File: config.mk
export PLATFORM = sky130hd
export DESIGN_NAME = pulse_meas_ctrl
export DESIGN_NICKNAME = d
export VERILOG_FILES = /design/src/rtl/pulse_meas_ctrl.sv
export SDC_FILE = /design/constraint.sdc
export NUM_CORES = 1
export LEC_CHECK = 0
export CAP_MARGIN = 20
export CORE_MARGIN = 2
export CORE_UTILIZATION = 56
export DETAILED_ROUTE_END_ITERATION = 10
export HOLD_SLACK_MARGIN = 0.02
export PLACE_DENSITY_LB_ADDON = 0.05
export SYNTH_ARGS = -nofsm -noshare
export SYNTH_HDL_FRONTEND = slang
export SYNTH_SLANG_ARGS = --single-unit
File: constraint.sdc
create_clock -name clk -period 24.7 [get_ports clk]
set_input_delay 4.94 -clock clk [delete_from_list [all_inputs] [get_ports clk]]
set_output_delay 4.94 -clock clk [all_outputs]
set_load 0.02 [all_outputs]
File: src/rtl/pulse_meas_ctrl.sv
// Pulse measurement controller: shared timebase, per-channel period/width capture
// with timeout, and in-order readout of masked channel results over a valid/ready port.
module pulse_meas_ctrl #(
  parameter int unsigned NCH      = 4,
  parameter logic [31:0] TIMEOUT  = 32'd1000000,
  parameter int unsigned PIPE_LAT = 3,
  localparam int unsigned CW      = (NCH > 1) ? $clog2(NCH) : 1
) (
  input  logic              clk,
  input  logic              rst,
  input  logic              ena,
  input  logic              start,
  input  logic [NCH-1:0]    chan_mask,
  input  logic [NCH-1:0]    edge_in,
  input  logic [32*NCH-1:0] period_in,
  input  logic [32*NCH-1:0] width_in,
  output logic [31:0]       count,
  output logic              pulse_full,
  output logic [NCH-1:0]    meas_ena,
  output logic              out_valid,
  input  logic              out_ready,
  output logic [CW-1:0]     out_chan,
  output logic [31:0]       out_period,
  output logic [31:0]       out_width,
  output logic              out_timeout,
  output logic              busy,
  output logic              done
);

  localparam int unsigned LW       = (PIPE_LAT > 1) ? $clog2(PIPE_LAT) : 1;
  localparam logic [LW-1:0] LAT_INIT = LW'(PIPE_LAT - 1);

  typedef enum logic [2:0] {S_IDLE, S_ARM, S_MEAS, S_READ, S_DONE} state_t;

  state_t          state;
  logic [NCH-1:0]  mask_q;
  logic [1:0]      edge_cnt    [NCH];
  logic [LW-1:0]   lat_cnt     [NCH];
  logic [31:0]     to_cnt      [NCH];
  logic [31:0]     hold_period [NCH];
  logic [31:0]     hold_width  [NCH];
  logic [NCH-1:0]  pend;
  logic [NCH-1:0]  ch_done;
  logic [NCH-1:0]  ch_to;

  logic            all_done_c;
  logic            next_found_c;
  logic [CW-1:0]   first_idx_c;
  logic [CW-1:0]   next_idx_c;

  // Free-running timebase; the wrap flag lands on the cycle count reads 0
  always_ff @(posedge clk or posedge rst) begin
    if (rst) begin
      count      <= '0;
      pulse_full <= 1'b0;
    end else begin
      pulse_full <= ena && (count == 32'hFFFF_FFFF);
      if (ena) count <= count + 32'd1;
    end
  end

  // Per-channel edge counting, result capture after the pipeline latency, and timeout.
  // A second edge commits the channel to capture and stops its timeout counter.
  always_ff @(posedge clk or posedge rst) begin
    if (rst) begin
      for (int i = 0; i < int'(NCH); i++) begin
        edge_cnt[i]    <= '0;
        lat_cnt[i]     <= '0;
        to_cnt[i]      <= '0;
        hold_period[i] <= '0;
        hold_width[i]  <= '0;
      end
      pend    <= '0;
      ch_done <= '0;
      ch_to   <= '0;
    end else if (!ena || state == S_ARM) begin
      for (int i = 0; i < int'(NCH); i++) begin
        edge_cnt[i] <= '0;
        lat_cnt[i]  <= '0;
        to_cnt[i]   <= '0;
      end
      pend    <= '0;
      ch_done <= '0;
      ch_to   <= '0;
    end else if (state == S_MEAS) begin
      for (int i = 0; i < int'(NCH); i++) begin
        if (mask_q[i] && !ch_done[i]) begin
          if (edge_in[i] && edge_cnt[i] != 2'd2) edge_cnt[i] <= edge_cnt[i] + 2'd1;
          if (edge_in[i] && edge_cnt[i] == 2'd1) begin
            pend[i]    <= 1'b1;
            lat_cnt[i] <= LAT_INIT;
          end else if (pend[i]) begin
            if (lat_cnt[i] == '0) begin
              hold_period[i] <= period_in[32*i +: 32];
              hold_width[i]  <= width_in[32*i +: 32];
              ch_done[i]     <= 1'b1;
              ch_to[i]       <= 1'b0;
            end else begin
              lat_cnt[i] <= lat_cnt[i] - LW'(1);
            end
          end else if (to_cnt[i] == TIMEOUT - 32'd1) begin
            hold_period[i] <= '0;
            hold_width[i]  <= '0;
            ch_done[i]     <= 1'b1;
            ch_to[i]       <= 1'b1;
          end else begin
            to_cnt[i] <= to_cnt[i] + 32'd1;
          end
        end
      end
    end
  end

  // Lowest masked channel, and lowest masked channel above the one being presented
  always_comb begin
    all_done_c   = &(ch_done | ~mask_q);
    first_idx_c  = '0;
    next_idx_c   = '0;
    next_found_c = 1'b0;
    for (int i = int'(NCH) - 1; i >= 0; i--) begin
      if (mask_q[i]) begin
        first_idx_c = CW'(i);
        if (i > int'(out_chan)) begin
          next_idx_c   = CW'(i);
          next_found_c = 1'b1;
        end
      end
    end
  end

  // Controller FSM with registered status and result outputs
  always_ff @(posedge clk or posedge rst) begin
    if (rst) begin
      state       <= S_IDLE;
      mask_q      <= '0;
      meas_ena    <= '0;
      out_valid   <= 1'b0;
      out_chan    <= '0;
      out_period  <= '0;
      out_width   <= '0;
      out_timeout <= 1'b0;
      busy        <= 1'b0;
      done        <= 1'b0;
    end else begin
      done <= 1'b0;
      if (!ena && state != S_IDLE) begin
        state     <= S_IDLE;
        meas_ena  <= '0;
        out_valid <= 1'b0;
        busy      <= 1'b0;
      end else begin
        case (state)
          S_IDLE: begin
            if (start && ena) begin
              mask_q <= chan_mask;
              state  <= S_ARM;
              busy   <= 1'b1;
            end
          end
          S_ARM: begin
            if (mask_q == '0) begin
              state <= S_DONE;
              done  <= 1'b1;
            end else begin
              state    <= S_MEAS;
              meas_ena <= mask_q;
            end
          end
          S_MEAS: begin
            if (all_done_c) begin
              state       <= S_READ;
              meas_ena    <= '0;
              out_valid   <= 1'b1;
              out_chan    <= first_idx_c;
              out_period  <= hold_period[first_idx_c];
              out_width   <= hold_width[first_idx_c];
              out_timeout <= ch_to[first_idx_c];
            end
          end
          S_READ: begin
            if (out_ready) begin
              if (next_found_c) begin
                out_chan    <= next_idx_c;
                out_period  <= hold_period[next_idx_c];
                out_width   <= hold_width[next_idx_c];
                out_timeout <= ch_to[next_idx_c];
              end else begin
                out_valid <= 1'b0;
                state     <= S_DONE;
                done      <= 1'b1;
              end
            end
          end
          S_DONE: begin
            state <= S_IDLE;
            busy  <= 1'b0;
          end
          default: begin
            state <= S_IDLE;
            busy  <= 1'b0;
          end
        endcase
      end
    end
  end

endmodule

==> results of run 1 <==
registers in the layout, summed over array words and instances (netlist names), 8 cells and up:
name         cells
edge_cnt         8
count           32
hold_period    128
to_cnt         128
out_width       32
hold_width     128
lat_cnt          8
out_period      32
report_power, final:
part	total [W]	switching [W]	internal, W
Clock	0.000916	0.000368	0.000548
Combinational	0.000971	0.000606	0.000364
Sequential	0.00100	0.0000756	0.000928
cell type report:
class,instances,area (um^2)
antenna,12,30.03
sequential,526,13170
inverter,171,649.4
timing repair buffer,425,4187
clock inverter,25,365.4
clock buffer,77,1612
tap,615,769.5
multi-input combinational,1835,12510
fill,3619,14350
kinds of logic after synthesis:
family	Yosys count
flops	526
buf+inv	392
mux	94
xor+xnor	86
compound gates	758
simple gates	880
fa+ha+maj	17
critical path: cells and delay by family:
kind | cells | cell delay [ns]
buffers and inverters | 6 | 3.01
AO/OA/AOI/OAI | 1 | 0.27
AND/OR/NAND/NOR | 2 | 0.49
synthesized netlist by cell type (17+ instances only):
master	count	area, um^2
a2111oi_0	30	262.8
a21oi_1	91	455.4
a22o_1	197	1725
a311oi_1	33	289.0
and3_1	24	150.1
and3b_1	32	280.3
and4_1	18	157.7
buf_1	17	63.81
clkbuf_1	184	690.7
dfrtp_1	526	13160
ha_1	17	212.7
inv_1	171	641.9
mux2i_1	86	860.8
nand2_1	174	653.1
nand2b_1	41	256.5
nand3_1	88	440.4
nand4_1	128	800.8
nor2_1	137	514.2
nor3_1	30	150.1
nor3b_1	38	285.3
nor4_1	47	294.0
o2111ai_1	32	280.3
o211ai_1	46	345.3
o21ai_0	157	785.8
o221a_2	30	337.8
o22ai_1	61	381.6
o31ai_1	23	172.7
or3_1	48	300.3
or4_1	27	202.7
xnor2_1	52	455.4
xor2_1	34	297.8
final timing paths:
kind / to / slack, ns / from
worst min-delay path: ch_done[2] / 0.48 / ch_done[2]
min in group asynchronous: hold_period[79] / 4.90 / rst
worst max register to register: out_width[1] / 19.98 / mask_q[3]
worst max-delay path: hold_period[8] / 16.41 / ena
worst min register to register: ch_done[2] / 0.48 / ch_done[2]
max in group asynchronous: hold_width[85] / 17.56 / rst
layout by cell type (no fill, tap or decap), drive strengths merged, types with 33 or more instances in the layout:
| cell | Yosys | final |
|---|---|---|
| dfrtp | 526 | 526 |
| mux2i | 86 | 86 |
| a311oi | 33 | 33 |
| a21oi | 92 | 92 |
| nor3b | 38 | 38 |
| nand4 | 128 | 128 |
| o21ai | 164 | 164 |
| clkbuf | 190 | 77 |
| or3 | 48 | 48 |
| nand3 | 88 | 88 |
| nand2 | 174 | 174 |
| inv | 171 | 173 |
| nand2b | 41 | 41 |
| buf | 31 | 50 |
| a22o | 197 | 197 |
| xor2 | 34 | 34 |
| xnor2 | 52 | 52 |
| o22ai | 61 | 61 |
| clkdlybuf4s50 | 0 | 375 |
| nor2 | 137 | 137 |
| o211ai | 46 | 46 |
| nor4 | 48 | 48 |
routing by layer:
| metal | vias up | share of wire | global-route usage |
|---|---|---|---|
| li1 | 10830 | - | - |
| met1 | 12270 | 0.40 | 0.5095 |
| met2 | 1501 | 0.45 | 0.5547 |
| met3 | 273 | 0.11 | 0.07639 |
| met4 | 12 | 0.042 | 0.1596 |
| met5 | - | 0.00082 | 0 |
stage by stage:
stage / util / instance area (um^2)
floorplan: - / 26950
global placement: 0.6548 / 31200
detailed placement: 0.6549 / 31200
CTS: 0.6964 / 33180
global route: 0.6985 / 33280
finish: 0.6987 / 33290
==> metrics.md, run 1 <==
| Metric | Value |
|---|---|
| Setup-failing EPs final | `0` |
| Syn avg cell area | `just under 10 um^2` |
| Critical path type | `input port to flop` |
| Startpoint types | `input port` |
| Synth cell types | `71` |
| Number of synthesized flops with an enable pin | `0` |
| Adder-Cell Fraction of Synth Area | `0.007893` |
| CTS tree | `built` |
| Post-Place Setup Slack | `15.91 ns` |
| Num ports | `376` |
| DRT antenna net count | `0` |
| Hold/Removal Path Class | `flop to flop` |
| Remaining DRCs | `0` |
| P&R area growth vs syn | `23.54%` |
| Req. time, crit path | `25.26 ns` |
| Pleak | `13.95 nW` |
| R2R cell count | `6` |
| Max-cap violations | `0` |
| Netlist Area Pre-Place | `between 20000 and 30000 um^2` |
| Die area | `49890 um^2` |
| GPL Wtd Cong | `around 0.89` |
| Die W | `around 220 um` |
| Worst-path fanout max | `64` |
| Final Hold Viols | `0` |
| Status | `completed` |
| Gr ovfl total | `0` |
| Cells after Synth | `2753` |
| Drt wl/cell | `24.92 um` |
| Peak Freq | `120.6 MHz` |
| Hold Slack | `0.4761 ns` |
| Clk sinks | `526` |
| Resize count post-CTS | `0` |
| Clock-pin slew on the worst setup and hold paths | `0.06 ns` |
| TritonRoute pass-1 iters | `5` |
| Post-synthesis mux area share | `0.03529` |
| Inst Count DP | `3569` |
| Final WL | `between 90 and 100 mm` |
| TNS Setup | `0 ns` |
| Post-Syn Nets | `between 3000 and 4000` |
| Overall power | `0.002890 W` |
| Via count | `24880` |
| Core ar. | `between 40000 and 50000 um^2` |
| First-pass GRT wire length | `142.4 mm` |
| Starting Density | `0.5656` |
| Final number of max-transition violations | `0` |
| YS warnings | `0` |
| Compound-Gate Fraction of Synth Area | `0.2045` |
| Antenna violations before repair | `16` |
| H-tree depth | `2` |
| RSZ-0062 raised after global routing | `no` |
| Row count | `80` |
| Post-CTS Setup Bufs | `0` |
| Post-synthesis simple-gate area fraction | `0.1801` |
| Largest net degree at the start of global routing | `110` |
| Number of global-route vias before repair | `about 25000` |
| Share of post-route cells with drive strength above 1 | `0.07650` |
| CP most frequent cell | `buf_4` |
| Seq cells post-synth | `526` |
| Slew headroom | `0.1990` |
| Clock Tree Buf Depth | `3` |
| Critical path's largest stage delay | `0.72 ns` |
| Final period util | `0.3357` |
| Clock Tree Root | `clkbuf_16` |
| Min Tclk post-route | `8.291 ns` |
| Skew-Pair Late Insertion Delay | `0.64 ns` |
| Hold Path Cell Cnt | `2` |
| Finished Layout Cells | `roughly 3700` |
| Hold_buf cts | `0` |
| Final setup margin | `16.41 ns` |
| CTS Buf Count | `56` |
| Main combinational cell family by area after synthesis | `compound AO/OA/AOI/OAI gates` |
| Vias per cell | `a little under 7` |
| Ys async rst share | `1.000` |
| Total GRT Usage | `0.3652` |
| Net count, final | `3301` |
| Iteration-0 DRC Markers | `2809` |
| Measured slew at the worst slew-check pin | `1.198 ns` |
| Seq/Total Area, Yosys | `0.4884` |
| Crit path cell chain | `clkdlybuf4s50_1 -> buf_4 -> inv_1 -> nor2_4 -> buf_4 -> buf_4 -> and3_2 -> buf_4 -> a22o_1` |
| DIE HEIGHT | `223.4 um` |
| Peak VDD IR | `0.08754 mV` |
| Final HPWL DP | `56.29 mm` |
| Slowest stage cell, crit path | `buf_4` |
| Crit end category | `flop` |
| Pwr Density | `86.82 nW/um^2` |
| Port Buffers | `around 380` |
| Main synth FF type | `dfrtp_1` |
| Crit path DAT | `8.85 ns` |
| Setup Skew | `approximately 0.040 ns` |
| XOR/XNOR Fraction of Synth Area | `0.02795` |
Note: power is estimated with default switching activity, not from simulation.
==> run 2: changes to the inputs <==
==> constraint.sdc (replaced) <==
create_clock -name clk -period 8.7 [get_ports clk]
set_input_delay 1.74 -clock clk [delete_from_list [all_inputs] [get_ports clk]]
set_output_delay 1.74 -clock clk [all_outputs]
set_load 0.02 [all_outputs]
==> run 2 against run 1 <==
  * Sequential share of layout area down 0.098 points
  * Flip-flop and latch count unchanged
  * Combinational power rose to 2.8 times the previous value
  * Cell area up 0.25%
  * Sequential power rose to 2.9 times the previous value
  * Global-route usage down 0.35 points
  * Highest routed layer unchanged
  * Wire length down 0.59%
  * Core utilization up 0.17 points
  * Total power rose to 2.8 times the previous value
  * First-iteration DRC count up 1.8%
  * Worst hold slack better by 0.012 ns
  * Largest power group unchanged
==> metrics.md, run 2 (same netlist as run 1, synthesis figures left out) <==
| Metric | Value |
|---|---|
| Fillcell total | `3578 (-1.1%)` |
| Via count | `24940 (+0.23%)` |
| Port Buffers | `375 (unchanged)` |
| Overall power | `0.008215 W (+180%)` |
| Crit path DAT | `5.24 ns (-3.61 ns)` |
| CTS Buf Count | `57 (+1.8%)` |
| Drt wl/cell | `24.71 um (-0.86%)` |
| Reg2reg start | `mask_q[3]` |
| Core ar. | `47650 um^2 (unchanged)` |
| Metal2 WL | `41.12 mm (about the same)` |
| Final WL | `91.32 mm (-0.59%)` |
| Starting Density | `0.5656 (unchanged)` |
| Hold Path Cell Cnt | `1 (-1)` |
| Final Hold Viols | `0 (unchanged)` |
| Worst-path fanout max | `80 (+25%)` |
| Number of global-route vias before repair | `24440 (-1.4%)` |
| Finished Layout Cells | `3696 (+0.27%)` |
| Post-Place Setup Slack | `3.399 ns (-12.51 ns)` |
| Most common cell after layout, fill and taps aside | `dfrtp_1` |
| Hold endpoint | `hold_width[69]` |
| Num ports | `376 (unchanged)` |
| Peak VDD IR | `0.2054 mV (+130%)` |
| Hold_buf cts | `0 (unchanged)` |
| Most frequent cells in the layout | `521 x dfrtp_1, 375 x clkdlybuf4s50_1, 197 x a22o_1` |
| Met1 wire length | `36.72 mm (-1.1%)` |
| Vias per cell | `6.748 (about the same)` |
| Share of post-route cells with drive strength above 1 | `0.07670 (+0.0002015)` |
| Critical path type | `input port to flop` |
| Setup-failing EPs final | `0 (unchanged)` |
| Min Tclk post-route | `4.763 ns` |
| TritonRoute pass-1 iters | `6 (+1)` |
| Status | `completed` |
| Resize count post-CTS | `0 (unchanged)` |
| Gr ovfl total | `0 (unchanged)` |
| Hold Path Origin | `hold_width[69]` |
| Crit end category | `flop` |
| Final number of max-transition violations | `0 (unchanged)` |
| GPL Wtd Cong | `0.8731 (-1.6%)` |
| Final HPWL DP | `56.31 mm (about the same)` |
| Antenna violations before repair | `22 (+6)` |
| Inst Count DP | `3570 (+0.028%)` |
| Clock Tree Root | `clkbuf_16` |
| CTS tree | `built` |
| Pwr Density | `246.2 nW/um^2 (+180%)` |
| Final period util | `0.5475` |
| Final setup margin | `3.937 ns (-12.47 ns)` |
| Post-DP Area | `31220 um^2 (about the same)` |
| Die area | `49890 um^2 (unchanged)` |
| P&R area growth vs syn | `23.85%` |
| DRT antenna net count | `0 (unchanged)` |
| Largest net degree at the start of global routing | `145 (+32%)` |
| Reg2reg end | `out_width[1]` |
| Startpoint types | `input port` |
| Hold/Removal Path Class | `flop to flop` |
| First-pass GRT wire length | `141.0 mm (-0.99%)` |
| Top flop regs | `hold_period (128), hold_width (128), to_cnt (128)` |
| Setup Skew | `0.03554 ns (-0.004535 ns)` |
| DIE HEIGHT | `223.4 um (unchanged)` |
| H-tree depth | `2 (unchanged)` |
| Skew-Pair Late Insertion Delay | `0.63 ns (about the same)` |
| Post-CTS Setup Bufs | `0 (unchanged)` |
| Iteration-0 DRC Markers | `2860 (+1.8%)` |
| Routed wl met3 | `9.636 mm (-0.60%)` |
| Measured slew at the worst slew-check pin | `1.175 ns (-0.02278 ns)` |
| Req. time, crit path | `9.18 ns (-16.08 ns)` |
| Net count, final | `3304 (+0.091%)` |
| Slew headroom | `0.2143 (+0.01523)` |
| Final core occ | `0.7005 (+0.001734)` |
| Row count | `80 (unchanged)` |
| Total GRT Usage | `0.3617 (-0.003492)` |
| Post-route cell area | `33370 um^2 (+0.25%)` |
| R2R cell count | `5 (-1)` |
| Clock Tree Buf Depth | `3 (unchanged)` |
| Remaining DRCs | `0 (unchanged)` |
| Die W | `223.4 um (unchanged)` |
| RSZ-0062 raised after global routing | `no` |
| Reg2Reg Setup Slack | `4.73 ns (-15.25 ns)` |
| Pleak | `13.98 nW (+0.23%)` |
| Max layer used | `met5` |
| Clock-pin slew on the worst setup and hold paths | `0.06 ns (about the same)` |
| Max-cap violations | `0 (unchanged)` |
| Peak Freq | `209.9 MHz` |
| Clk sinks | `526 (unchanged)` |
==> run 2: routing by layer <==
layer | vias up | GRT usage
met4 | 18 | 0.1572
met1 | 12300 | 0.4979
met2 | 1485 | 0.5460
met5 | - | 0
met3 | 284 | 0.09035
li1 | 10860 | -
==> run 2: cell type report <==
cell class | count | area (um^2) | share of cell area
tap | 615 | 769.5 | 0.02306
clock inverter | 23 | 346.6 | 0.01038
multi-input combinational | 1835 | 12510 | 0.3747
timing repair buffer | 427 | 4223 | 0.1265
antenna | 17 | 42.54 | 0.001275
clock buffer | 82 | 1673 | 0.05012
inverter | 171 | 645.6 | 0.01934
sequential | 526 | 13170 | 0.3946
==> run 2: through the flow <==
step / hold slack (ns) / TNS, ns
after floorplan: 0.4476 / -98.97
after global placement: 0.4633 / 0
after detailed placement: 0.4695 / 0
after CTS: 0.4859 / 0
after global routing: 0.5006 / 0
final: 0.4883 / 0
==> run 2: worst max path at each step <==
stage | from | endpoint | slack [ns] | cells after the start
global route | ena | to_cnt[127] | 3.79 | 8
floorplan | rst | busy | -0.19 | 1
finish | ena | to_cnt[125] | 3.94 | 8
global placement | ena | to_cnt[125] | 3.47 | 8
detailed placement | ena | to_cnt[127] | 3.40 | 8
CTS | ena | to_cnt[127] | 4.04 | 8
==> run 2: critical path, stage by stage <==
cell and delay, ns:
clkdlybuf4s50_1 0.46, buf_4 0.21, inv_1 0.39, nor2_4 0.87
buf_4 0.92, a2111o_1 0.32, or3_1 0.11, a21oi_1 0.06
==> run 2: report_power, final <==
part / switching (W) / leakage, nW / internal, W / total, W
clock network: 0.00102 / 0.999 / 0.00160 / 0.00262
registers: 0.000226 / 6.77 / 0.00263 / 0.00286
logic: 0.00170 / 6.21 / 0.00103 / 0.00274
total: 0.00295 / 14.0 / 0.00527 / 0.00822
